[config.mk]
export PLATFORM = sky130hd
export DESIGN_NAME = calc_input_sequencer
export DESIGN_NICKNAME = d
export VERILOG_FILES = /design/src/rtl/calc_input_sequencer.sv
export SDC_FILE = /design/constraint.sdc
export NUM_CORES = 1
export LEC_CHECK = 0
export ABC_AREA = 1
export CELL_PAD_IN_SITES_DETAIL_PLACEMENT = 1
export CELL_PAD_IN_SITES_GLOBAL_PLACEMENT = 1
export CORE_UTILIZATION = 35
export CTS_CLUSTER_DIAMETER = 80
export CTS_CLUSTER_SIZE = 40
export DETAILED_ROUTE_END_ITERATION = 8
export PLACE_DENSITY_LB_ADDON = 0.1
export SYNTH_ARGS = -nofsm -noshare
export SYNTH_HDL_FRONTEND = slang
export SYNTH_SLANG_ARGS = --single-unit
[constraint.sdc]
create_clock -name clk -period 1.99 [get_ports clk]
set_input_delay 0.199 -clock clk [delete_from_list [all_inputs] [get_ports clk]]
set_output_delay 0.199 -clock clk [all_outputs]
set_load 0.02 [all_outputs]
[src/rtl/calc_input_sequencer.sv]
// Operand/opcode entry sequencer for the lab calculator: collects two operands
// and an opcode via one enter button, then latches the calculator result.
module calc_input_sequencer #(
  parameter int N = 4
) (
  input  logic           clk,
  input  logic           rst_n,
  input  logic [N-1:0]   sw,
  input  logic [3:0]     op_sw,
  input  logic           btn_enter,
  input  logic           btn_clear,
  input  logic [2*N-1:0] calc_result,
  output logic [N-1:0]   operand1,
  output logic [N-1:0]   operand2,
  output logic [3:0]     op_select,
  output logic [2*N-1:0] result_q,
  output logic           result_valid,
  output logic [2:0]     state_o
);

  typedef enum logic [2:0] {
    S_A    = 3'd0,
    S_B    = 3'd1,
    S_OP   = 3'd2,
    S_EXEC = 3'd3,
    S_DONE = 3'd4
  } state_t;

  state_t         r_state, w_state_nxt;
  logic           r_ent_s1, r_ent_s2, r_ent_s3;
  logic           r_clr_s1, r_clr_s2, r_clr_s3;
  logic [N-1:0]   r_operand1, r_operand2, w_operand1_nxt, w_operand2_nxt;
  logic [3:0]     r_op_select, w_op_select_nxt;
  logic [2*N-1:0] r_result_q, w_result_q_nxt;
  logic           r_result_valid, w_result_valid_nxt;
  logic           w_enter_pulse, w_clear_pulse;

  // Two-flop synchronizers plus a delayed copy for rising-edge detection
  always_ff @(posedge clk or negedge rst_n) begin
    if (!rst_n) begin
      r_ent_s1 <= 1'b0;
      r_ent_s2 <= 1'b0;
      r_ent_s3 <= 1'b0;
      r_clr_s1 <= 1'b0;
      r_clr_s2 <= 1'b0;
      r_clr_s3 <= 1'b0;
    end else begin
      r_ent_s1 <= btn_enter;
      r_ent_s2 <= r_ent_s1;
      r_ent_s3 <= r_ent_s2;
      r_clr_s1 <= btn_clear;
      r_clr_s2 <= r_clr_s1;
      r_clr_s3 <= r_clr_s2;
    end
  end

  assign w_enter_pulse = r_ent_s2 & ~r_ent_s3;
  assign w_clear_pulse = r_clr_s2 & ~r_clr_s3;

  always_comb begin
    w_state_nxt        = r_state;
    w_operand1_nxt     = r_operand1;
    w_operand2_nxt     = r_operand2;
    w_op_select_nxt    = r_op_select;
    w_result_q_nxt     = r_result_q;
    w_result_valid_nxt = r_result_valid;
    if (w_clear_pulse) begin
      w_state_nxt        = S_A;
      w_operand1_nxt     = '0;
      w_operand2_nxt     = '0;
      w_op_select_nxt    = '0;
      w_result_q_nxt     = '0;
      w_result_valid_nxt = 1'b0;
    end else begin
      case (r_state)
        S_A: if (w_enter_pulse) begin
          w_operand1_nxt = sw;
          w_state_nxt    = S_B;
        end
        S_B: if (w_enter_pulse) begin
          w_operand2_nxt = sw;
          w_state_nxt    = S_OP;
        end
        S_OP: if (w_enter_pulse) begin
          w_op_select_nxt = op_sw;
          w_state_nxt     = S_EXEC;
        end
        // One cycle in S_EXEC lets the calculator settle on the new opcode
        S_EXEC: begin
          w_result_q_nxt     = calc_result;
          w_result_valid_nxt = 1'b1;
          w_state_nxt        = S_DONE;
        end
        S_DONE: if (w_enter_pulse) begin
          w_result_valid_nxt = 1'b0;
          w_state_nxt        = S_A;
        end
        default: w_state_nxt = S_A;
      endcase
    end
  end

  always_ff @(posedge clk or negedge rst_n) begin
    if (!rst_n) begin
      r_state        <= S_A;
      r_operand1     <= '0;
      r_operand2     <= '0;
      r_op_select    <= '0;
      r_result_q     <= '0;
      r_result_valid <= 1'b0;
    end else begin
      r_state        <= w_state_nxt;
      r_operand1     <= w_operand1_nxt;
      r_operand2     <= w_operand2_nxt;
      r_op_select    <= w_op_select_nxt;
      r_result_q     <= w_result_q_nxt;
      r_result_valid <= w_result_valid_nxt;
    end
  end

  assign operand1     = r_operand1;
  assign operand2     = r_operand2;
  assign op_select    = r_op_select;
  assign result_q     = r_result_q;
  assign result_valid = r_result_valid;
  assign state_o      = r_state;

endmodule
==> impl_metrics.ini, run 1 <==
[timing]
setup_viol = 0
slew_viol_final = 0
rsz0062_at_grt = false
setup-tns-final_ps = 0
worst_pin_slew_ps = 384.4
finalHoldViolCount = 0
fin_skew_ps = 1.866
max_freq_ghz = 0.6120
max_slew_margin = 0.7438
period_share = 0.8212
min_period_ps = 1634

[placed_design]
dp_cells = 228
dp_hpwl_mm = 2.317
gp_congestion = 0.7388
io_buffers = 43
placed_area_um2 = 1750

[clock_network]
cts_resized = 0
numCtsBuffers = 5
clk_latency_ps = 320
cts-root-buf = clkbuf_4
clk_path_buf_depth = 2
cts_tree = yes
clock-sinks = 30
h-tree-depth = 2
clk_pin_slew_ps = 90
postCtsSetupRepairBufs = 0
cts_hold_buf = 0

[yosys]
syn_area_per_cell_um2 = 9.053
ys_warn_count = 0
synth_area_um2 = 1267
ys_ff_latch = 30
synth_fp_nets = 160
ys_seq_area_frac = 0.5923
ys_types = 19
netlist_instances = 140

[layout]
layout-drive-gt1-share = 0.08995
seq_area_um2 = 750.7
antenna_cells = 0
multi_input_area_um2 = 425.4
finalNonFillerCells = 235
nFillCells = 407
syn_to_final_growth_pct = 41.66
final_common_cell = clkdlybuf4s50_1
layout.nets = 209
final_cell_mix = clkdlybuf4s50_1 (43), nand2_1 (39), dfrtp_1 (30), nand3_1 (28), inv_1 (18)
final_area_um2 = 1795

[min_path]
hold_path.class = in2async

[setup_path]
critPathBufInv = 1
cp.required_ps = 1790
cp_slowest_cell = clkdlybuf4s50_1
critical_path_class = reg2out
worst_setup_path_end_kind = output pin
max_stage_delay_ps = 640
critPathTopFamily = buffers and inverters
path_max_fanout = 6
path_cells = clkdlybuf4s50_1
crit_path_start_kind = flip-flop
worstPathArrival_ps = 1440
rrSetupSlack_ps = 640

[global_route]
grt_pass1_wl_mm = 5.278
gr-total-overflow = 0
grt_pass1_vias = 1128
grt_start_max_net_pins = 31
grt_antenna_before_repair = 0
grt.total_usage = 0.1765

[floorplanning]
ios = 44
start_util = 0.3739
coreArea_um2 = 3390
die_x_um = 62.18
dieArea_um2 = 3866
fp.dieH_um = 62.18
rows = 21

[route]
vias = 1112
first_pass_iters = 4
via_per_inst = 4.732
drt_wl_total_mm = 3.111
drc = 0
drt_iter0_markers = 33
ant_nets = 0
wl_per_cell_um = 13.24

[power_and_ir_drop]
peakVddDrop_uv = 526.3
leakagePower_uw = 0.0009134
power_density_nw_per_um2 = 1175

[job]
maxCapViolations = 0

[run_status]
status = completed
where the power goes:
group          leakage [uW]  internal (uW)  switching (uW)
sequential         0.000379            764             110
combinational      0.000509            411             500
clock             0.0000254            133             193
flip-flops by register name, summed over array words and instances, names as in the netlist, 3 cells and up:
name       cells
operand1       4
state_o        3
op_select      4
operand2       4
result_q       8
cells by family after synthesis:
group,count (synthesis),share of synthesized area
simple gates,80,0.2962
flops,30,0.5923
buf+inv,22,0.07205
compound gates,8,0.03949
layout make-up:
type,instances,share of cell area
multi-input cells,88,0.2369
clock buffers,7,0.02509
repair buffers,45,0.2481
inverters,19,0.03972
flip-flops and latches,30,0.4181
well taps,46,0.03206
stage by stage:
step             util  total power [uW]  setup WS, ps  hold slack (ps)
6_report       0.5297              2110         355.9            262.6
5_1_grt        0.5297              2255         275.8            296.2
4_1_cts        0.5297              2139         335.2            276.9
3_5_place_dp   0.5164              1803         657.4            345.8
3_3_place_gp   0.5164              1770         721.9            332.4
2_1_floorplan       -              1358         806.9           -96.59
metal layers:
| metal | GRT usage | part of all wire | up-vias |
|---|---|---|---|
| met5 | 0 | 0 | - |
| met4 | 0.07558 | 0.020 | 0 |
| met3 | 0.06250 | 0.057 | 7 |
| met2 | 0.2953 | 0.50 | 36 |
| met1 | 0.2036 | 0.43 | 532 |
| li1 | - | - | 537 |
cells in the mapped netlist:
cell | instances | area [um^2]
dfrtp_1 | 30 | 750.7
buf_4 | 2 | 15.01
or2_1 | 1 | 6.260
nand2_2 | 2 | 12.51
a21o_1 | 1 | 7.510
a21oi_1 | 1 | 5.000
o21ai_0 | 4 | 20.02
nor2_4 | 1 | 11.26
nand3_2 | 2 | 20.02
nor2_1 | 4 | 15.01
inv_2 | 1 | 3.750
nor2_2 | 1 | 6.260
nand2_4 | 1 | 11.26
inv_1 | 18 | 67.56
o21ai_2 | 2 | 17.52
nand4_1 | 1 | 6.260
nand3_1 | 28 | 140.1
buf_2 | 1 | 5.000
nand2_1 | 39 | 146.4
path summary, 6_finish.rpt:
check	startpoint	end	depth (start not counted)
setup / recovery	state_o[0]	state_o[0]	1
hold / removal	rst_n	r_clr_s3	2
setup reg to reg	r_clr_s2	operand2[1]	5
hold reg to reg	r_ent_s1	r_ent_s2	0
max in group asynchronous	rst_n	result_q[4]	2
min in group clk	btn_enter	r_ent_s1	1
No activity file was read; power rests on OpenSTA's default activity.
==> run 2, diff against run 1 <==
--- a/config.mk
+++ b/config.mk
@@ -8,7 +8,7 @@
 export ABC_AREA = 1
 export CELL_PAD_IN_SITES_DETAIL_PLACEMENT = 1
 export CELL_PAD_IN_SITES_GLOBAL_PLACEMENT = 1
-export CORE_UTILIZATION = 35
+export CORE_UTILIZATION = 29
 export CTS_CLUSTER_DIAMETER = 80
 export CTS_CLUSTER_SIZE = 40
 export DETAILED_ROUTE_END_ITERATION = 8
==> constraint.sdc (replaced) <==
create_clock -name clk -period 1.35 [get_ports clk]
set_input_delay 0.135 -clock clk [delete_from_list [all_inputs] [get_ports clk]]
set_output_delay 0.135 -clock clk [all_outputs]
set_load 0.02 [all_outputs]
==> impl_metrics.ini, run 2 (synthesis gave the netlist of run 1 again) <==
[floorplanning]
start_util = 0.3102
die_x_um = 68.11
ios = 44
rows = 23
fp.dieH_um = 68.11
coreArea_um2 = 4086
dieArea_um2 = 4639

[placed_design]
dp_slack_ps = 102.1
gp_congestion = 0.7800
placed_area_um2 = 1770
dp_hpwl_mm = 2.448
dp_cells = 234
io_buffers = 43

[power_and_ir_drop]
leakagePower_uw = 0.001013
peakVddDrop_uv = 766.1
power_density_nw_per_um2 = 1740

[run_status]
status = completed

[layout]
layout.nets = 211
final_common_cell = nand2_1
final_area_um2 = 1829
syn_to_final_growth_pct = 44.32
final_cell_mix = nand2_1 (39), dfrtp_1 (30), nand3_1 (28), dlygate4sd2_1 (24), clkdlybuf4s50_1 (19)
nFillCells = 498
finalNonFillerCells = 241
layout-drive-gt1-share = 0.09948
antenna_cells = 0
largest_reg_flops = 8

[timing]
finalHoldViolCount = 0
fin_skew_ps = 4.947
max_slew_margin = 0.7440
worst_slack_ps = 48.73
rsz0062_at_grt = false
max_freq_ghz = 0.7685
worst_pin_slew_ps = 384.0
slew_viol_final = 0
min_period_ps = 1301
period_share = 0.9639
setup_viol = 0
setup-tns-final_ps = 0

[setup_path]
rrSetupSlack_ps = 120
max_stage_delay_ps = 490
reg2reg_from = state_o[2]
rr_worst_depth = 5
r2r-end = state_o[1]
critPathBufInv = 1
worstPathArrival_ps = 1170
path_max_fanout = 6
cp.required_ps = 1220
cp_slowest_cell = dfrtp_1
critPathTopFamily = flip-flops
crit_path_start_kind = flip-flop
worst_setup_path_end_kind = output pin
path_cells = dlygate4sd2_1
critical_path_class = reg2out

[global_route]
grt_start_max_net_pins = 31
grt_antenna_before_repair = 0
grt_pass1_vias = 1204
grt.total_usage = 0.1660
gr-total-overflow = 0
grt_pass1_wl_mm = 5.375

[clock_network]
cts_tree = yes
numCtsBuffers = 5
cts-root-buf = clkbuf_8
clock-sinks = 30
clk_pin_slew_ps = 60
clk_latency_ps = 280
h-tree-depth = 2
clk_path_buf_depth = 2

[route]
drc = 0
ant_nets = 0
drt_wl_total_mm = 3.305
vias = 1128
wl_per_cell_um = 13.71
via_per_inst = 4.680
drt_iter0_markers = 35
first_pass_iters = 4

[min_path]
hold_path.class = in2async

[job]
maxCapViolations = 0
[run 2: changes by cell type in the layout (fill, tap and decap cells not counted)]
cell	delta
clkdlybuf4s50_1	-24
dlygate4sd2_1	+24
clkbuf_4	-5
clkbuf_8	+5
buf_4	+2
nor2_2	-1
nor2_4	+1
o21ai_2	-1
o21ai_4	+1
[run 2: report_power, final]
| part | switching [uW] | total [uW] | internal [uW] |
|---|---|---|---|
| logic | 742 | 1210 | 471 |
| clock network | 320 | 674 | 354 |
| registers | 167 | 1300 | 1130 |
[run 2: repair_timing]
item / CTS / global route
gates resized for setup: 24 / 2
gates cloned: 0 / 0
hold buffers: 0 / 0
buffers inserted: 0 / 0
endpoints found under the setup margin: 24 / 3
[run 2: stage by stage]
stage / util / hold WS (ps) / total power, uW
3_3_place_gp: 0.4333 / 332.0 / 2632
6_report: 0.4476 / 247.7 / 3183
3_5_place_dp: 0.4333 / 335.8 / 2677
4_1_cts: 0.4446 / 250.5 / 3221
2_1_floorplan: - / -160.6 / 2002
5_1_grt: 0.4476 / 286.9 / 3408
[run 2: worst max path at each step]
stage / start / end / slack, ps / cells after the start
final: state_o[0] / state_o[0] / 50 / 1
after global routing: r_ent_s3 / operand1[2] / 0.09 / 7
after CTS: r_clr_s2 / operand2[3] / 70 / 5
after detailed placement: r_clr_s2 / operand2[3] / 100 / 5
after global placement: state_o[0] / state_o[0] / 120 / 1
after floorplan: state_o[2] / result_valid / 170 / 6
[run 2: metal layers]
metal	up-vias	routed length, um	GRT usage	share of wire
met2	35	1620	0.2659	0.49
met5	-	0	0	0
li1	542	-	-	-
met4	0	100	0.1146	0.030
met3	7	164	0.04833	0.050
met1	544	1420	0.1891	0.43
[run 2: layout make-up]
type | count | area (um^2) | share of cell area
multi-input combinational | 88 | 437.9 | 0.2394
inverter | 19 | 71.32 | 0.03899
clock buffer | 7 | 76.32 | 0.04172
tap | 50 | 62.56 | 0.03420
timing repair buffer | 47 | 430.4 | 0.2353
sequential | 30 | 750.7 | 0.4104
